File: src/rtl/spike_delay_scheduler.sv
// Spike delay scheduler: captures per-channel spike edges, grants them
// round-robin and replays each on a shared output after a per-channel delay.
// Ports: clk, rst (async, active-low); spike_in[N_CH] spike levels;
// cfg_we/cfg_ch/cfg_dly delay register write; ovf_clr clears overflow;
// out_spike/out_ch registered fire pulse; busy while counting or firing;
// pending captured events; overflow sticky dropped-event flags.
module spike_delay_scheduler #(
  parameter int N_CH    = 4,
  parameter int DLY_W   = 4,
  parameter int DLY_RST = 1
) (
  input  logic                    clk,
  input  logic                    rst,
  input  logic [N_CH-1:0]         spike_in,
  input  logic                    cfg_we,
  input  logic [$clog2(N_CH)-1:0] cfg_ch,
  input  logic [DLY_W-1:0]        cfg_dly,
  input  logic                    ovf_clr,
  output logic                    out_spike,
  output logic [$clog2(N_CH)-1:0] out_ch,
  output logic                    busy,
  output logic [N_CH-1:0]         pending,
  output logic [N_CH-1:0]         overflow
);

  localparam int CW = $clog2(N_CH);

  typedef enum logic [1:0] {
    IDLE,
    COUNT,
    FIRE
  } state_t;

  state_t            state;
  state_t            state_n;
  logic [N_CH-1:0]   prev;
  logic [N_CH-1:0]   edge_det;
  logic [N_CH-1:0]   gmask;
  logic [DLY_W-1:0]  dly [N_CH];
  logic [DLY_W-1:0]  cnt;
  logic [DLY_W-1:0]  cnt_n;
  logic [CW-1:0]     ptr;
  logic [CW-1:0]     ptr_n;
  logic [CW-1:0]     gsel;
  logic [CW-1:0]     gsel_n;
  logic [CW-1:0]     gnt_ch;
  logic [CW-1:0]     idx;
  logic              gnt_found;
  logic              grant;
  logic              cfg_ok;

  assign edge_det = spike_in & ~prev;
  assign cfg_ok   = int'(cfg_ch) < N_CH;
  assign gmask    = grant ? (N_CH'(1) << gnt_ch) : '0;

  // First pending channel at or after ptr, wrapping.
  always_comb begin
    gnt_found = 1'b0;
    gnt_ch    = '0;
    idx       = '0;
    for (int k = 0; k < N_CH; k++) begin
      idx = CW'((int'(ptr) + k) % N_CH);
      if (!gnt_found && pending[idx]) begin
        gnt_found = 1'b1;
        gnt_ch    = idx;
      end
    end
  end

  always_comb begin
    state_n = state;
    cnt_n   = cnt;
    gsel_n  = gsel;
    ptr_n   = ptr;
    grant   = 1'b0;
    unique case (state)
      IDLE: begin
        if (gnt_found) begin
          grant   = 1'b1;
          gsel_n  = gnt_ch;
          ptr_n   = CW'((int'(gnt_ch) + 1) % N_CH);
          // Delay sampled here; later writes never reach this event.
          cnt_n   = dly[gnt_ch];
          state_n = (dly[gnt_ch] == '0) ? FIRE : COUNT;
        end
      end
      COUNT: begin
        if (cnt == DLY_W'(1)) state_n = FIRE;
        else cnt_n = cnt - DLY_W'(1);
      end
      FIRE: begin
        state_n = IDLE;
      end
      default: begin
        state_n = IDLE;
      end
    endcase
  end

  always_ff @(posedge clk or negedge rst) begin
    if (!rst) state <= IDLE;
    else      state <= state_n;
  end

  always_ff @(posedge clk or negedge rst) begin
    if (!rst) begin
      cnt       <= '0;
      ptr       <= '0;
      gsel      <= '0;
      prev      <= '0;
      pending   <= '0;
      overflow  <= '0;
      out_spike <= 1'b0;
      out_ch    <= '0;
      busy      <= 1'b0;
      for (int i = 0; i < N_CH; i++) begin
        dly[i] <= DLY_W'(DLY_RST);
      end
    end else begin
      cnt      <= cnt_n;
      ptr      <= ptr_n;
      gsel     <= gsel_n;
      prev     <= spike_in;
      // A new edge re-arms even the channel granted this cycle.
      pending  <= (pending & ~gmask) | edge_det;
      overflow <= (overflow & ~{N_CH{ovf_clr}})
                | (edge_det & pending & ~gmask);
      if (cfg_we && cfg_ok) dly[cfg_ch] <= cfg_dly;
      out_spike <= (state_n == FIRE);
      out_ch    <= (state_n == FIRE) ? gsel_n : '0;
      busy      <= (state_n != IDLE);
    end
  end

endmodule

File: config.mk
export PLATFORM = sky130hd
export DESIGN_NAME = spike_delay_scheduler
export DESIGN_NICKNAME = d
export VERILOG_FILES = /design/src/rtl/spike_delay_scheduler.sv
export SDC_FILE = /design/constraint.sdc
export NUM_CORES = 1
export LEC_CHECK = 0
export CELL_PAD_IN_SITES_DETAIL_PLACEMENT = 1
export CELL_PAD_IN_SITES_GLOBAL_PLACEMENT = 2
export CORE_UTILIZATION = 36
export CTS_BUF_LIST = sky130_fd_sc_hd__clkbuf_16
export DETAILED_ROUTE_END_ITERATION = 8
export GPL_TIMING_DRIVEN = 0
export PLACE_DENSITY_LB_ADDON = 0.1
export SLEW_MARGIN = 10
export SYNTH_ARGS = -nofsm -noshare
export SYNTH_HDL_FRONTEND = slang
export SYNTH_SLANG_ARGS = --single-unit
File: constraint.sdc
create_clock -name clk -period 2.7 [get_ports clk]
set_clock_uncertainty 0.15 [all_clocks]
set_input_delay 0.54 -clock clk [delete_from_list [all_inputs] [get_ports clk]]
set_output_delay 0.54 -clock clk [all_outputs]
set_load 0.02 [all_outputs]
==> results.sh <==
export IMPL_synth_top_area_share_pct=47.2
export IMPL_grt_most_used_layer="met2"
export IMPL_timing_reg2reg_worst_path_depth=8
export IMPL_crit_path_start_kind="flip-flop"
export IMPL_outcome="complete, no violations"
export IMPL_floorplan_core_area_um2=5240
export IMPL_setup_crit_end_kind="flip-flop"
export IMPL_post_place_cells=272
export IMPL_yosys_warning_total=0
export IMPL_clock_sink_count=42
export IMPL_antenna_cells=0
export IMPL_post_drt_via_cell_ratio=5.05
export IMPL_final_antenna_net_count=0
export IMPL_grt_first_pass_wirelength_mm=7.62
export IMPL_place_congestion=0.775
export IMPL_timing_final_hold_violations=0
export IMPL_critPathMaxFanout=11
export IMPL_final_setup_viol_count=0
export IMPL_maxCapViolCount=0
export IMPL_whs_ps=57.0
export IMPL_power_ir_vdd_worst_v=0.000390
export IMPL_worst_hold_path_type="in -> async"
export IMPL_gr_usage_met1_pct=20.6
export IMPL_final_period_utilization_pct=84.8
export IMPL_seq_power_share_pct=33.2
export IMPL_tritoncts_num_buffers=5
export IMPL_row_count=26
export IMPL_dp_final_hpwl_mm=3.27
export IMPL_leakagePower_nw=1.11
export IMPL_grt_overflow_total=0
export IMPL_cts_tree="built"
export IMPL_wl_per_cell_um=15.7
export IMPL_reg2reg_to="out_ch[0]"
export IMPL_pre_antenna_drt_iters=4
export IMPL_cp_data_required_time_ps=2730
export IMPL_ctsLongestPathBuffers=2
export IMPL_h_tree_depth_reported_by_cts=2
export IMPL_synthesis_instances=176
export IMPL_clkTransAtPathRegs_ps=60
export IMPL_cts_repair_resize_count=0
export IMPL_share_comb_of_total_power_pct=47.8
export IMPL_initial_utilization_pct=38.5
export IMPL_clock_power_share_pct=19.0
export IMPL_dieArea_um2=5900
export IMPL_buffer_ports_inserted=25
export IMPL_grt_util_met2_pct=28.6
export IMPL_async_reset_ff_share_pct=100
export IMPL_clock_latency_ps=280
export IMPL_vias_in_the_first_global_route=1586
export IMPL_crit_arrival_ps=2320
export IMPL_fillerInstances=589
export IMPL_worst_setup_path_startpoint="pending[0]"
export IMPL_slew_headroom_pct=46.1
export IMPL_totalWireLength_mm=4.40
export IMPL_worst_slew_pin_slew_ps=806
export IMPL_num_vias=1415
export IMPL_yosysSeqAreaShare_pct=52.4
export IMPL_timing_max_transition_violations_final=0
export IMPL_yosys_register_bits=42
export IMPL_fp_dieW_um=76.8
export IMPL_io_pins=26
export IMPL_nNetsFinal=229
export IMPL_internal_power_mw=1.84
export IMPL_power_share_switching_pct=38.5
export IMPL_remaining_design_rule_violation_count=0
export IMPL_hold_buffers=0
export IMPL_die_height_um=76.8
export IMPL_syn_area_per_cell_um2=11.5
export IMPL_grt_antenna_before_repair=0
export IMPL_post_synth_main_area_contributors="sky130_fd_sc_hd__dfrtp_1 47%, sky130_fd_sc_hd__mux2_2 8.9%, sky130_fd_sc_hd__dfstp_2 5.2%"
export IMPL_cts_root_buf="sky130_fd_sc_hd__clkbuf_16"
export IMPL_global_routing_usage_on_met3_pct=4.05
export IMPL_period_needed_ps=2290
export IMPL_synth_enable_flop_cells=0
export IMPL_synth_to_final_area_change_pct=24.7
export IMPL_all_layer_global_routing_usage_pct=16.9
export IMPL_synth_cell_type_count=34
export IMPL_powerDensity_nw_per_um2=1190
export IMPL_initial_detailed_routing_violation_count=43
export IMPL_p_switching_mw=1.15
export IMPL_grt_max_degree=25
export IMPL_yosys_most_used_dff="sky130_fd_sc_hd__dfrtp_1"
export IMPL_max_clock_freq_mhz=437
export IMPL_synth_nets=196
export IMPL_criticalPathCategory="reg -> reg"
export IMPL_rsz0062_at_grt="no"
export IMPL_post_cts_setup_buffers=0
export IMPL_r2r_slack_ps=410
export IMPL_setup_tns_ps=0
export IMPL_synth_top_area_cell="sky130_fd_sc_hd__dfrtp_1"
export IMPL_syn_area_um2=2020
export IMPL_layout_cells_non_filler=280
export IMPL_post_route_cells_drive_above_1_share_pct=19.5
export IMPL_r2r_start="pending[0]"
[power by group through the flow]
stage | Clock, mW | Combinational (mW) | Sequential [mW]
after global routing | 0.613 | 1.60 | 1.02
after detailed placement | 0 | 1.45 | 1.00
after CTS | 0.585 | 1.46 | 0.993
final | 0.567 | 1.43 | 0.992
after floorplan | 0 | 0.990 | 1.03
after global placement | 0 | 1.40 | 0.988
[state kept, by name, indices dropped and copies added, names as in the netlist]
| register | cells |
|---|---|
| dly | 16 |
| cnt | 4 |
| overflow | 4 |
| pending | 4 |
| prev | 4 |
| gsel | 2 |
| out_ch | 2 |
| ptr | 2 |
| state | 2 |
| busy | 1 |
| out_spike | 1 |
[per-layer routing]
layer	up-vias	part of all wire, %
met3	7	3.2
met1	710	44
li1	675	-
met5	-	0
met2	23	51
met4	0	1.6
[cells in the mapped netlist, types with 2 or more instances]
cell type                  count
sky130_fd_sc_hd__nand3b_1      3
sky130_fd_sc_hd__buf_6         2
sky130_fd_sc_hd__nand2b_1      5
sky130_fd_sc_hd__o21ai_2       2
sky130_fd_sc_hd__mux2i_1       9
sky130_fd_sc_hd__nor3b_1       2
sky130_fd_sc_hd__ha_1          6
sky130_fd_sc_hd__nor3_1        3
sky130_fd_sc_hd__dfrtp_1      38
sky130_fd_sc_hd__clkbuf_1      3
sky130_fd_sc_hd__a21oi_1       4
sky130_fd_sc_hd__o22ai_1       7
sky130_fd_sc_hd__nand2_1      26
sky130_fd_sc_hd__o21ai_1       4
sky130_fd_sc_hd__nand3_1       2
sky130_fd_sc_hd__inv_1        11
sky130_fd_sc_hd__nor2_1        9
sky130_fd_sc_hd__mux2_2       16
sky130_fd_sc_hd__mux2_4        5
sky130_fd_sc_hd__o21ai_0       2
sky130_fd_sc_hd__dfstp_2       4
[layout by cell type (no fill, tap or decap), drive strengths merged, types with 5 or more instances in the layout]
cell type      count
a21oi              5
clkbuf             8
clkdlybuf4s50     24
dfrtp             38
ha                 6
inv               12
mux2              21
mux2i              9
nand2             26
nand2b             5
nor2               9
o21ai              8
o22ai              7
[worst max-delay path by stage]
stage,end,slack [ps],cells past startpoint
after floorplan,out_ch[0],640,8
after global placement,dly[5],-90,1
after detailed placement,dly[13],230,3
after CTS,out_ch[0],390,8
after global routing,out_ch[0],220,8
final,out_ch[0],410,8
[metrics by stage]
step	setup slack [ps]	total power, mW	utilization (%)	instance area (um^2)
floorplan	639	2.02	-	2020
global placement	-88.4	2.39	44.9	2350
detailed placement	226	2.45	45.4	2380
CTS	394	3.04	48.0	2510
global route	222	3.24	48.0	2510
finish	410	2.99	48.0	2510
[cell families (layout without fill, tap and decap cells)]
family                     after synthesis  count (layout)  share of synthesized area (%)
and+or+nand+nor                         56              56                           13.8
adders and majority gates                6               6                           3.72
DFF                                     42              42                           52.4
muxes                                   30              30                           17.1
AOI/OAI and AO/OA                       26              26                           9.19
buffers and inverters                   16              50                           3.72
[worst max-delay path, cell delays in order, from the launching register on]
cell and delay, ps:
sky130_fd_sc_hd__dfrtp_1 460, sky130_fd_sc_hd__nand2_1 180, sky130_fd_sc_hd__nand3b_1 120, sky130_fd_sc_hd__a2bb2oi_2 190, sky130_fd_sc_hd__buf_6 200, sky130_fd_sc_hd__mux2i_1 220
sky130_fd_sc_hd__mux2_4 200, sky130_fd_sc_hd__nand4_4 130, sky130_fd_sc_hd__o41ai_2 310
[cell type report]
class	instances	area (um^2)	area share, %
Tap cell	70	87.6	3.48
Clock inverter	3	12.5	0.498
Buffer	5	33.8	1.34
Clock buffer	5	125	4.98
Multi-Input combinational cell	118	885	35.2
Sequential cell	42	1060	42.0
Inverter	11	41.3	1.64
Timing Repair Buffer	26	273	10.9
Note: power is estimated with default switching activity, not from simulation.
